File: src/rtl/control_sequencer.sv
// Hardwired fetch/execute sequencer: turns the latched IR opcode into the
// per-cycle datapath and RAM strobes for ld/ldi/st/ALU/immediate-ALU/halt.
module control_sequencer #(
  parameter logic [4:0] BUS_REG = 5'b00000,
  parameter logic [4:0] BUS_ZLO = 5'b10011,
  parameter logic [4:0] BUS_PC  = 5'b10100,
  parameter logic [4:0] BUS_MDR = 5'b10101,
  parameter logic [3:0] ALU_ADD = 4'b0011
) (
  input  logic        clock,
  input  logic        clear,
  input  logic [31:0] IR,
  output logic        incPC,
  output logic        e_MAR,
  output logic        e_MDR,
  output logic        MDR_read,
  output logic        e_IR,
  output logic        e_Y,
  output logic        e_Z,
  output logic        ram_read,
  output logic        ram_write,
  output logic        Gra,
  output logic        Grb,
  output logic        Grc,
  output logic        e_Rin,
  output logic        e_Rout,
  output logic        BAout,
  output logic        imm_sel,
  output logic [3:0]  ALU_op,
  output logic [4:0]  BusDataSelect,
  output logic        run,
  output logic [3:0]  state_out
);

  typedef enum logic [3:0] {
    T0     = 4'd0,
    T1     = 4'd1,
    T1W    = 4'd2,
    T2     = 4'd3,
    T3     = 4'd4,
    T4     = 4'd5,
    T5     = 4'd6,
    T6     = 4'd7,
    T6W    = 4'd8,
    T7     = 4'd9,
    HALTED = 4'd10
  } state_t;

  localparam logic [4:0] OP_LD   = 5'b00000;
  localparam logic [4:0] OP_LDI  = 5'b00001;
  localparam logic [4:0] OP_ST   = 5'b00010;
  localparam logic [4:0] OP_ADD  = 5'b00011;
  localparam logic [4:0] OP_SUB  = 5'b00100;
  localparam logic [4:0] OP_AND  = 5'b00101;
  localparam logic [4:0] OP_OR   = 5'b00110;
  localparam logic [4:0] OP_ADDI = 5'b01100;
  localparam logic [4:0] OP_ANDI = 5'b01101;
  localparam logic [4:0] OP_ORI  = 5'b01110;
  localparam logic [4:0] OP_HALT = 5'b11011;

  state_t     state_q, state_d;
  logic [4:0] opcode;
  logic       is_ld, is_ldi, is_st, is_addr, is_rr, is_ri, is_halt;
  logic [3:0] alu_code;
  logic       unused_ir_bits;

  assign opcode = IR[31:27];
  // Register and immediate fields are consumed by the datapath, not here.
  assign unused_ir_bits = ^IR[26:0];

  always_comb begin
    is_ld   = (opcode == OP_LD);
    is_ldi  = (opcode == OP_LDI);
    is_st   = (opcode == OP_ST);
    is_addr = is_ld | is_ldi | is_st;
    is_rr   = (opcode == OP_ADD) | (opcode == OP_SUB) | (opcode == OP_AND) | (opcode == OP_OR);
    is_ri   = (opcode == OP_ADDI) | (opcode == OP_ANDI) | (opcode == OP_ORI);
    is_halt = (opcode == OP_HALT);
    alu_code = 4'b0000;
    case (opcode)
      OP_ADD, OP_ADDI: alu_code = ALU_ADD;
      OP_SUB:          alu_code = 4'b0100;
      OP_AND, OP_ANDI: alu_code = 4'b0101;
      OP_OR,  OP_ORI:  alu_code = 4'b0110;
      default:         alu_code = 4'b0000;
    endcase
  end

  always_comb begin
    state_d = T0;
    case (state_q)
      T0:     state_d = T1;
      T1:     state_d = T1W;
      T1W:    state_d = T2;
      T2:     state_d = T3;
      T3: begin
        if (is_halt)                       state_d = HALTED;
        else if (is_addr | is_rr | is_ri)  state_d = T4;
        else                               state_d = T0;
      end
      T4:     state_d = T5;
      T5:     state_d = (is_ld | is_st) ? T6 : T0;
      T6:     state_d = is_ld ? T6W : T7;
      T6W:    state_d = T7;
      T7:     state_d = T0;
      HALTED: state_d = HALTED;
      default: state_d = T0;
    endcase
  end

  always_ff @(posedge clock or posedge clear) begin
    if (clear) state_q <= T0;
    else       state_q <= state_d;
  end

  // Strobes are held quiet for the whole reset interval, so T0 only drives
  // the bus once clear has dropped.
  always_comb begin
    incPC = 1'b0;  e_MAR = 1'b0;  e_MDR = 1'b0;  MDR_read = 1'b0;
    e_IR = 1'b0;   e_Y = 1'b0;    e_Z = 1'b0;    ram_read = 1'b0;
    ram_write = 1'b0; Gra = 1'b0; Grb = 1'b0;    Grc = 1'b0;
    e_Rin = 1'b0;  e_Rout = 1'b0; BAout = 1'b0;  imm_sel = 1'b0;
    ALU_op = 4'b0000;
    BusDataSelect = 5'b00000;
    if (!clear) begin
      case (state_q)
        T0: begin BusDataSelect = BUS_PC; e_MAR = 1'b1; incPC = 1'b1; end
        T1: ram_read = 1'b1;
        T1W: begin MDR_read = 1'b1; e_MDR = 1'b1; end
        T2: begin BusDataSelect = BUS_MDR; e_IR = 1'b1; end
        T3: begin
          if (is_addr) begin
            Grb = 1'b1; BAout = 1'b1; e_Y = 1'b1; BusDataSelect = BUS_REG;
          end else if (is_rr | is_ri) begin
            Grb = 1'b1; e_Rout = 1'b1; e_Y = 1'b1; BusDataSelect = BUS_REG;
          end
        end
        T4: begin
          if (is_addr) begin
            imm_sel = 1'b1; ALU_op = ALU_ADD; e_Z = 1'b1;
          end else if (is_rr) begin
            Grc = 1'b1; e_Rout = 1'b1; BusDataSelect = BUS_REG; ALU_op = alu_code; e_Z = 1'b1;
          end else if (is_ri) begin
            imm_sel = 1'b1; ALU_op = alu_code; e_Z = 1'b1;
          end
        end
        T5: begin
          if (is_ld | is_st) begin
            BusDataSelect = BUS_ZLO; e_MAR = 1'b1;
          end else if (is_ldi | is_rr | is_ri) begin
            BusDataSelect = BUS_ZLO; Gra = 1'b1; e_Rin = 1'b1;
          end
        end
        T6: begin
          if (is_ld) begin
            ram_read = 1'b1;
          end else if (is_st) begin
            Gra = 1'b1; e_Rout = 1'b1; BusDataSelect = BUS_REG; e_MDR = 1'b1;
          end
        end
        T6W: begin MDR_read = 1'b1; e_MDR = 1'b1; end
        T7: begin
          if (is_ld) begin
            BusDataSelect = BUS_MDR; Gra = 1'b1; e_Rin = 1'b1;
          end else if (is_st) begin
            ram_write = 1'b1;
          end
        end
        default: ;
      endcase
    end
  end

  assign run       = (state_q != HALTED);
  assign state_out = state_q;

endmodule
File: config.mk
export PLATFORM = sky130hd
export DESIGN_NAME = control_sequencer
export DESIGN_NICKNAME = d
export VERILOG_FILES = /design/src/rtl/control_sequencer.sv
export SDC_FILE = /design/constraint.sdc
export NUM_CORES = 1
export LEC_CHECK = 0
export ABC_AREA = 1
export BUFFER_PORTS_ARGS = -buffer_cell sky130_fd_sc_hd__buf_2
export CAP_MARGIN = 20
export CORE_AREA = 2 2 47 49
export CTS_CLUSTER_SIZE = 20
export DETAILED_ROUTE_END_ITERATION = 6
export DIE_AREA = 0 0 49 51
export GPL_TIMING_DRIVEN = 0
export MAX_ROUTING_LAYER = met4
export PLACE_DENSITY = 0.77
export RECOVER_POWER = 50
export SKIP_LAST_GASP = 1
export SLEW_MARGIN = 30
export SYNTH_ARGS = -nofsm -noshare
export SYNTH_HDL_FRONTEND = slang
export SYNTH_SLANG_ARGS = --single-unit
export TNS_END_PERCENT = 20
File: constraint.sdc
create_clock -name clock -period 1.82 [get_ports clock]
set_input_delay 0.364 -clock clock [delete_from_list [all_inputs] [get_ports clock]]
set_output_delay 0.364 -clock clock [all_outputs]
set_load 0.01 [all_outputs]
==> results.sh, run 1 <==
export IMPL_nets=205
export IMPL_viasPerCell=4.97
export IMPL_synth_commonest_cells="nand2_1, nor2_1, inv_1"
export IMPL_timing_rr_start="state_out[1]"
export IMPL_synth_area_um2=696
export IMPL_crit_top_cell="a21oi_1"
export IMPL_fin_crit_sh=1.03
export IMPL_internal_power_w=0.000476
export IMPL_power_frac_seq=0.205
export IMPL_synth_seq_area_share=0.144
export IMPL_setup_ws_ps=-61.5
export IMPL_async_reset_ff_frac=1.00
export IMPL_largest_reg_flops=4
export IMPL_cts_root_buf="clkbuf_4"
export IMPL_ctsHtreeMaxLevel=1
export IMPL_violations="negative setup slack"
export IMPL_drtAntennaViolNets=0
export IMPL_num_rows=17
export IMPL_crit_type="reg2out"
export IMPL_cts_hold_buf=0
export IMPL_track_usage=0.173
export IMPL_antenna_found_initial=0
export IMPL_synth_cell_type_count=26
export IMPL_rrSetupSlack_ps=600
export IMPL_p_comb_frac=0.682
export IMPL_diodes=0
export IMPL_cts_buffer_depth=2
export IMPL_dieHeight_um=51
export IMPL_total_power_w=0.00104
export IMPL_fillerInstances=208
export IMPL_cp_max_fo=4
export IMPL_tns_ps=-255
export IMPL_layout_drive_gt1_share=0.473
export IMPL_synth_area_per_cell_um2=5.57
export IMPL_cts_tree="done"
export IMPL_grt_pass1_wl_mm=3.32
export IMPL_status="finished, violations left"
export IMPL_worstHoldPathType="in2async"
export IMPL_dr_total_vias=980
export IMPL_worst_r2r_endpoint="state_out[0]"
export IMPL_p_sw_frac=0.543
export IMPL_rr_worst_depth=8
export IMPL_place_gp_congestion=0.936
export IMPL_grt_pass1_vias=818
export IMPL_hold_ws_ps=58.0
export IMPL_io_pin_count=64
export IMPL_post_route_min_period_ps=1880
export IMPL_fmax_mhz=531
export IMPL_instances_no_fill=197
export IMPL_power_frac_clock=0.113
export IMPL_ir_drop_mv=0.575
export IMPL_io_buffer_count=34
export IMPL_drc=0
export IMPL_ys_flop_type="dfrtp_1"
export IMPL_drv_slew=0
export IMPL_rsz0062_at_grt="true"
export IMPL_synth_top_area_frac=0.151
export IMPL_gr_total_overflow=0
export IMPL_routed_wl_mm=2.23
export IMPL_dp_hpwl_mm=1.58
export IMPL_p_sw_w=0.000565
export IMPL_p_leak_nw=0.635
export IMPL_synth_edf_count=0
export IMPL_dp_cells=188
export IMPL_ys_seq_elements=4
export IMPL_cp_start_kind="register"
export IMPL_worst_skew_pair_late_latency_ps=250
export IMPL_syn_inst=125
export IMPL_drtPass1Iterations=4
export IMPL_die_width_um=49
export IMPL_synthTopCellsByArea="nand2_1, dfrtp_1, nor2_1, nand3_1, inv_1"
export IMPL_cts_made_buffers=3
export IMPL_synth_top_area_cell="nand2_1"
export IMPL_area_delta_synth_final_pct=50.7
export IMPL_final_hold_viol_count=0
export IMPL_endpoint_kind="output port"
export IMPL_start_util=0.337
export IMPL_yosysMostFrequentCell="nand2_1"
export IMPL_slowest_stage="dfrtp_1"
export IMPL_grt_max_degree=12
export IMPL_ys_warn_count=0
export IMPL_dieArea_mm2=0.00250
export IMPL_crit_required_ps=1460
export IMPL_drtIter0Drc=23
export IMPL_path_cells="inv_2 > buf_4 > nand3_2 > nor2_1 > a21oi_1 > a21oi_1 > buf_2"
export IMPL_drt_wirelength_per_cell_um=11.3
export IMPL_core_mm2=0.00206
export IMPL_clk_pin_slew_ps=40
export IMPL_cts_sinks=4
export IMPL_setup_viol=10
export IMPL_maxCapViolations=0
export IMPL_p_per_area_mw_per_mm2=993
export IMPL_arrival_ps=1520
export IMPL_max_stage_delay_ps=390
export IMPL_worst_clock_skew_ps=8.15
==> placed cells by master, fill, tap and decap left out <==
master	count
nand3_2	4
o2111ai_1	1
dfrtp_1	1
inv_2	3
clkbuf_4	3
nor2_2	7
clkinv_2	1
clkinv_1	2
buf_4	8
nand2_2	5
buf_2	34
nand3_1	11
a21oi_2	1
inv_4	1
nor2_4	4
nor3_4	1
nand4_4	1
and3_1	2
a22oi_2	1
nand2_4	2
dfrtp_2	3
nor2_1	13
inv_1	12
clkbuf_1	1
o21ai_1	1
nand4_1	2
conb_1	2
buf_6	1
o21ai_0	3
nor4_1	1
nor3_1	4
nand2_1	26
a31oi_1	1
a21oi_1	6
==> area by class of cell <==
cell class	count	area [um2]	share of cell area
plain buffers	4	26.3	0.0251
clock buffers	3	22.5	0.0215
inverters	19	75.1	0.0716
multi-input cells	99	567	0.541
flip-flops and latches	4	104	0.0990
well taps	28	35.0	0.0334
repair buffers	40	219	0.209
==> worst max-delay path, delay by kind of cell (launching register included) <==
kind	cells	cell delay, ps
buffers and inverters	3	450
AOI/OAI and AO/OA	2	240
and+or+nand+nor	2	190
DFF	1	390
==> repair_timing <==
item	CTS	global route
resized for setup	9	16
buffers inserted	4	2
pin swaps	4	9
hold endpoints to repair	0	0
setup endpoints to repair	15	22
cloned	0	0
==> per-layer routing <==
layer,part of all wire,GRT usage,vias to the layer above,routed length (um)
met5,0,-,-,0
met4,0.023,0.0810,0,52
met3,0.069,0.0263,7,154
met2,0.50,0.317,53,1120
met1,0.40,0.185,433,899
li1,-,-,487,-
==> through the flow <==
stage	instance area [um2]	setup WS, ps	util
floorplan	699	235	-
global placement	905	19.6	0.438
detailed placement	905	-19.4	0.438
CTS	981	-62.2	0.475
global route	1050	-130	0.508
finish	1050	-61.5	0.508
==> kinds of logic after synthesis <==
group	Yosys count	share of synthesized area
AO/OA/AOI/OAI	14	0.119
buffers and inverters	23	0.140
flip-flops	4	0.144
other	1	0.00539
AND/OR/NAND/NOR	83	0.592
==> power by group through the flow <==
stage | logic [W] | registers [W] | clock network, W
after global routing | 0.000769 | 0.000224 | 0.000124
final | 0.000710 | 0.000214 | 0.000118
after CTS | 0.000641 | 0.000195 | 0.000120
after global placement | 0.000584 | 0.000178 | 0
after detailed placement | 0.000590 | 0.000180 | 0
after floorplan | 0.000394 | 0.000194 | 0
==> how the worst max path moves through the flow <==
stage | slack, ps | cells after the start | startpoint | endpoint
after floorplan | 230 | 5 | state_out[1] | e_Y
after global placement | 20 | 7 | IR[29] | e_Y
after detailed placement | -20 | 7 | IR[29] | e_Y
after CTS | -60 | 8 | state_out[3] | ALU_op[0]
after global routing | -130 | 8 | state_out[3] | ALU_op[1]
final | -60 | 7 | state_out[3] | e_Rout
No activity file was read; power rests on OpenSTA's default activity.
==> inputs of run 2 (changes only) <==
--- a/config.mk
+++ b/config.mk
@@ -12,7 +12,6 @@
 export CTS_CLUSTER_SIZE = 20
 export DETAILED_ROUTE_END_ITERATION = 6
 export DIE_AREA = 0 0 49 51
-export GPL_TIMING_DRIVEN = 0
 export MAX_ROUTING_LAYER = met4
 export PLACE_DENSITY = 0.77
 export RECOVER_POWER = 50
==> run 2 against run 1 <==
Effect of this change: final cell count is 3.0% lower; the run still ends with negative setup slack left; sequential cell count unchanged; wire length shrank 12%; clock-buffer cell count did not move; largest power group unchanged; cell area is 7.9% lower; clock skew is 1.3 ps lower; die area stayed put; combinational power down 7.9%; clock power shrank 5%; register-to-register slack is essentially flat; non-clock buffer count fell by 6.
==> results.sh, run 2 (synthesis results as in run 1) <==
export IMPL_dp_cells=186
export IMPL_cts_hold_buf=0
export IMPL_status="finished, violations left"
export IMPL_maxCapViolations=0
export IMPL_clk_pin_slew_ps=40
export IMPL_drc=0
export IMPL_total_power_w=0.000980
export IMPL_drtIter0Drc=27
export IMPL_place_gp_congestion=0.925
export IMPL_grt_max_degree=12
export IMPL_dr_total_vias=946
export IMPL_track_usage=0.161
export IMPL_grt_pass1_wl_mm=3.06
export IMPL_final_hold_viol_count=0
export IMPL_diodes=0
export IMPL_final_util=0.468
export IMPL_setup_viol=4
export IMPL_nets=199
export IMPL_setup_ws_ps=-31.7
export IMPL_core_mm2=0.00206
export IMPL_cts_root_buf="clkbuf_4"
export IMPL_crit_required_ps=1460
export IMPL_viasPerCell=4.95
export IMPL_worstHoldPathType="in2async"
export IMPL_power_frac_clock=0.114
export IMPL_cts_sinks=4
export IMPL_grt_pass1_vias=739
export IMPL_fmax_mhz=540
export IMPL_drv_slew=0
export IMPL_dp_hpwl_mm=1.59
export IMPL_dieHeight_um=51
export IMPL_cts_buffer_depth=2
export IMPL_internal_power_w=0.000449
export IMPL_antenna_found_initial=0
export IMPL_fin_crit_sh=1.02
export IMPL_crit_type="reg2out"
export IMPL_cts_tree="done"
export IMPL_start_util=0.337
export IMPL_die_width_um=49
export IMPL_num_rows=17
export IMPL_violations="negative setup slack"
export IMPL_drtAntennaViolNets=0
export IMPL_p_per_area_mw_per_mm2=1010
export IMPL_cts_made_buffers=3
export IMPL_endpoint_kind="output port"
export IMPL_dieArea_mm2=0.00250
export IMPL_cp_max_fo=4
export IMPL_instances_no_fill=191
export IMPL_p_comb_frac=0.668
export IMPL_p_sw_w=0.000530
export IMPL_worst_clock_skew_ps=6.90
export IMPL_largest_reg_flops=4
export IMPL_ir_drop_mv=0.586
export IMPL_io_buffer_count=34
export IMPL_io_pin_count=64
export IMPL_power_frac_seq=0.218
export IMPL_routed_wl_mm=1.97
export IMPL_p_leak_nw=0.584
export IMPL_final_cell_mix="buf_2, nand2_1, nor2_1"
export IMPL_arrival_ps=1490
export IMPL_layout_commonest_cell="buf_2"
export IMPL_fillerInstances=211
export IMPL_area_delta_synth_final_pct=38.8
export IMPL_ctsHtreeMaxLevel=1
export IMPL_cp_start_kind="register"
export IMPL_tns_ps=-58.2
export IMPL_drt_wirelength_per_cell_um=10.3
export IMPL_layout_drive_gt1_share=0.411
export IMPL_p_sw_frac=0.541
export IMPL_rsz0062_at_grt="true"
export IMPL_drtPass1Iterations=4
export IMPL_place_ws_ps=82.2
export IMPL_worst_skew_pair_late_latency_ps=240
export IMPL_post_route_min_period_ps=1850
export IMPL_gr_total_overflow=0
[run 2: metal layers]
| layer | up-vias | GRT usage | share of wire |
|---|---|---|---|
| li1 | 479 | - | - |
| met3 | 4 | 0.0234 | 0.077 |
| met2 | 47 | 0.265 | 0.48 |
| met5 | - | - | 0 |
| met4 | 0 | 0.0857 | 0.022 |
| met1 | 416 | 0.192 | 0.42 |
[run 2: layout make-up]
cell class / instances / area [um2] / share of cell area
multi-input cells: 99 / 534 / 0.553
repair buffers: 38 / 196 / 0.203
flip-flops and latches: 4 / 104 / 0.108
inverters: 19 / 73.8 / 0.0764
well taps: 28 / 35.0 / 0.0363
clock buffers: 3 / 22.5 / 0.0233
[run 2: worst max-delay path: stages (launching register included)]
cell,delay [ps]
dfrtp_1,380
inv_2,130
nand2_4,100
nor3_4,180
buf_4,150
nand2_1,60
nor2_1,110
buf_2,140
[run 2: through the flow]
step | hold slack [ps] | cell area [um2]
3_3_place_gp | 442 | 893
6_report | 253 | 966
4_1_cts | 194 | 935
5_1_grt | 281 | 966
3_5_place_dp | 444 | 893
2_1_floorplan | 152 | 699
[run 2: power groups by stage]
stage,Clock (W),Combinational [W],Sequential (W)
after floorplan,0,0.000394,0.000194
after global placement,0,0.000584,0.000178
after detailed placement,0,0.000589,0.000181
after CTS,0.000113,0.000608,0.000194
after global routing,0.000120,0.000719,0.000222
final,0.000112,0.000654,0.000214
[run 2: timing repair]
item | CTS | global route
resized for setup | 4 | 12
pin swaps | 1 | 4
buffers inserted | 1 | 1
setup endpoints to repair | 14 | 22
[run 2: worst paths after layout]
path                         startpoint           end  slack (ps)  cells past startpoint
setup / recovery           state_out[3]           Grc         -30                      7
hold / removal                    clear  state_out[3]         250                      3
setup reg to reg           state_out[1]  state_out[0]         590                      6
hold reg to reg            state_out[3]  state_out[1]         680                      3
max in group asynchronous         clear  state_out[2]        1310                      3
min in group clock               IR[31]  state_out[3]         540                      3
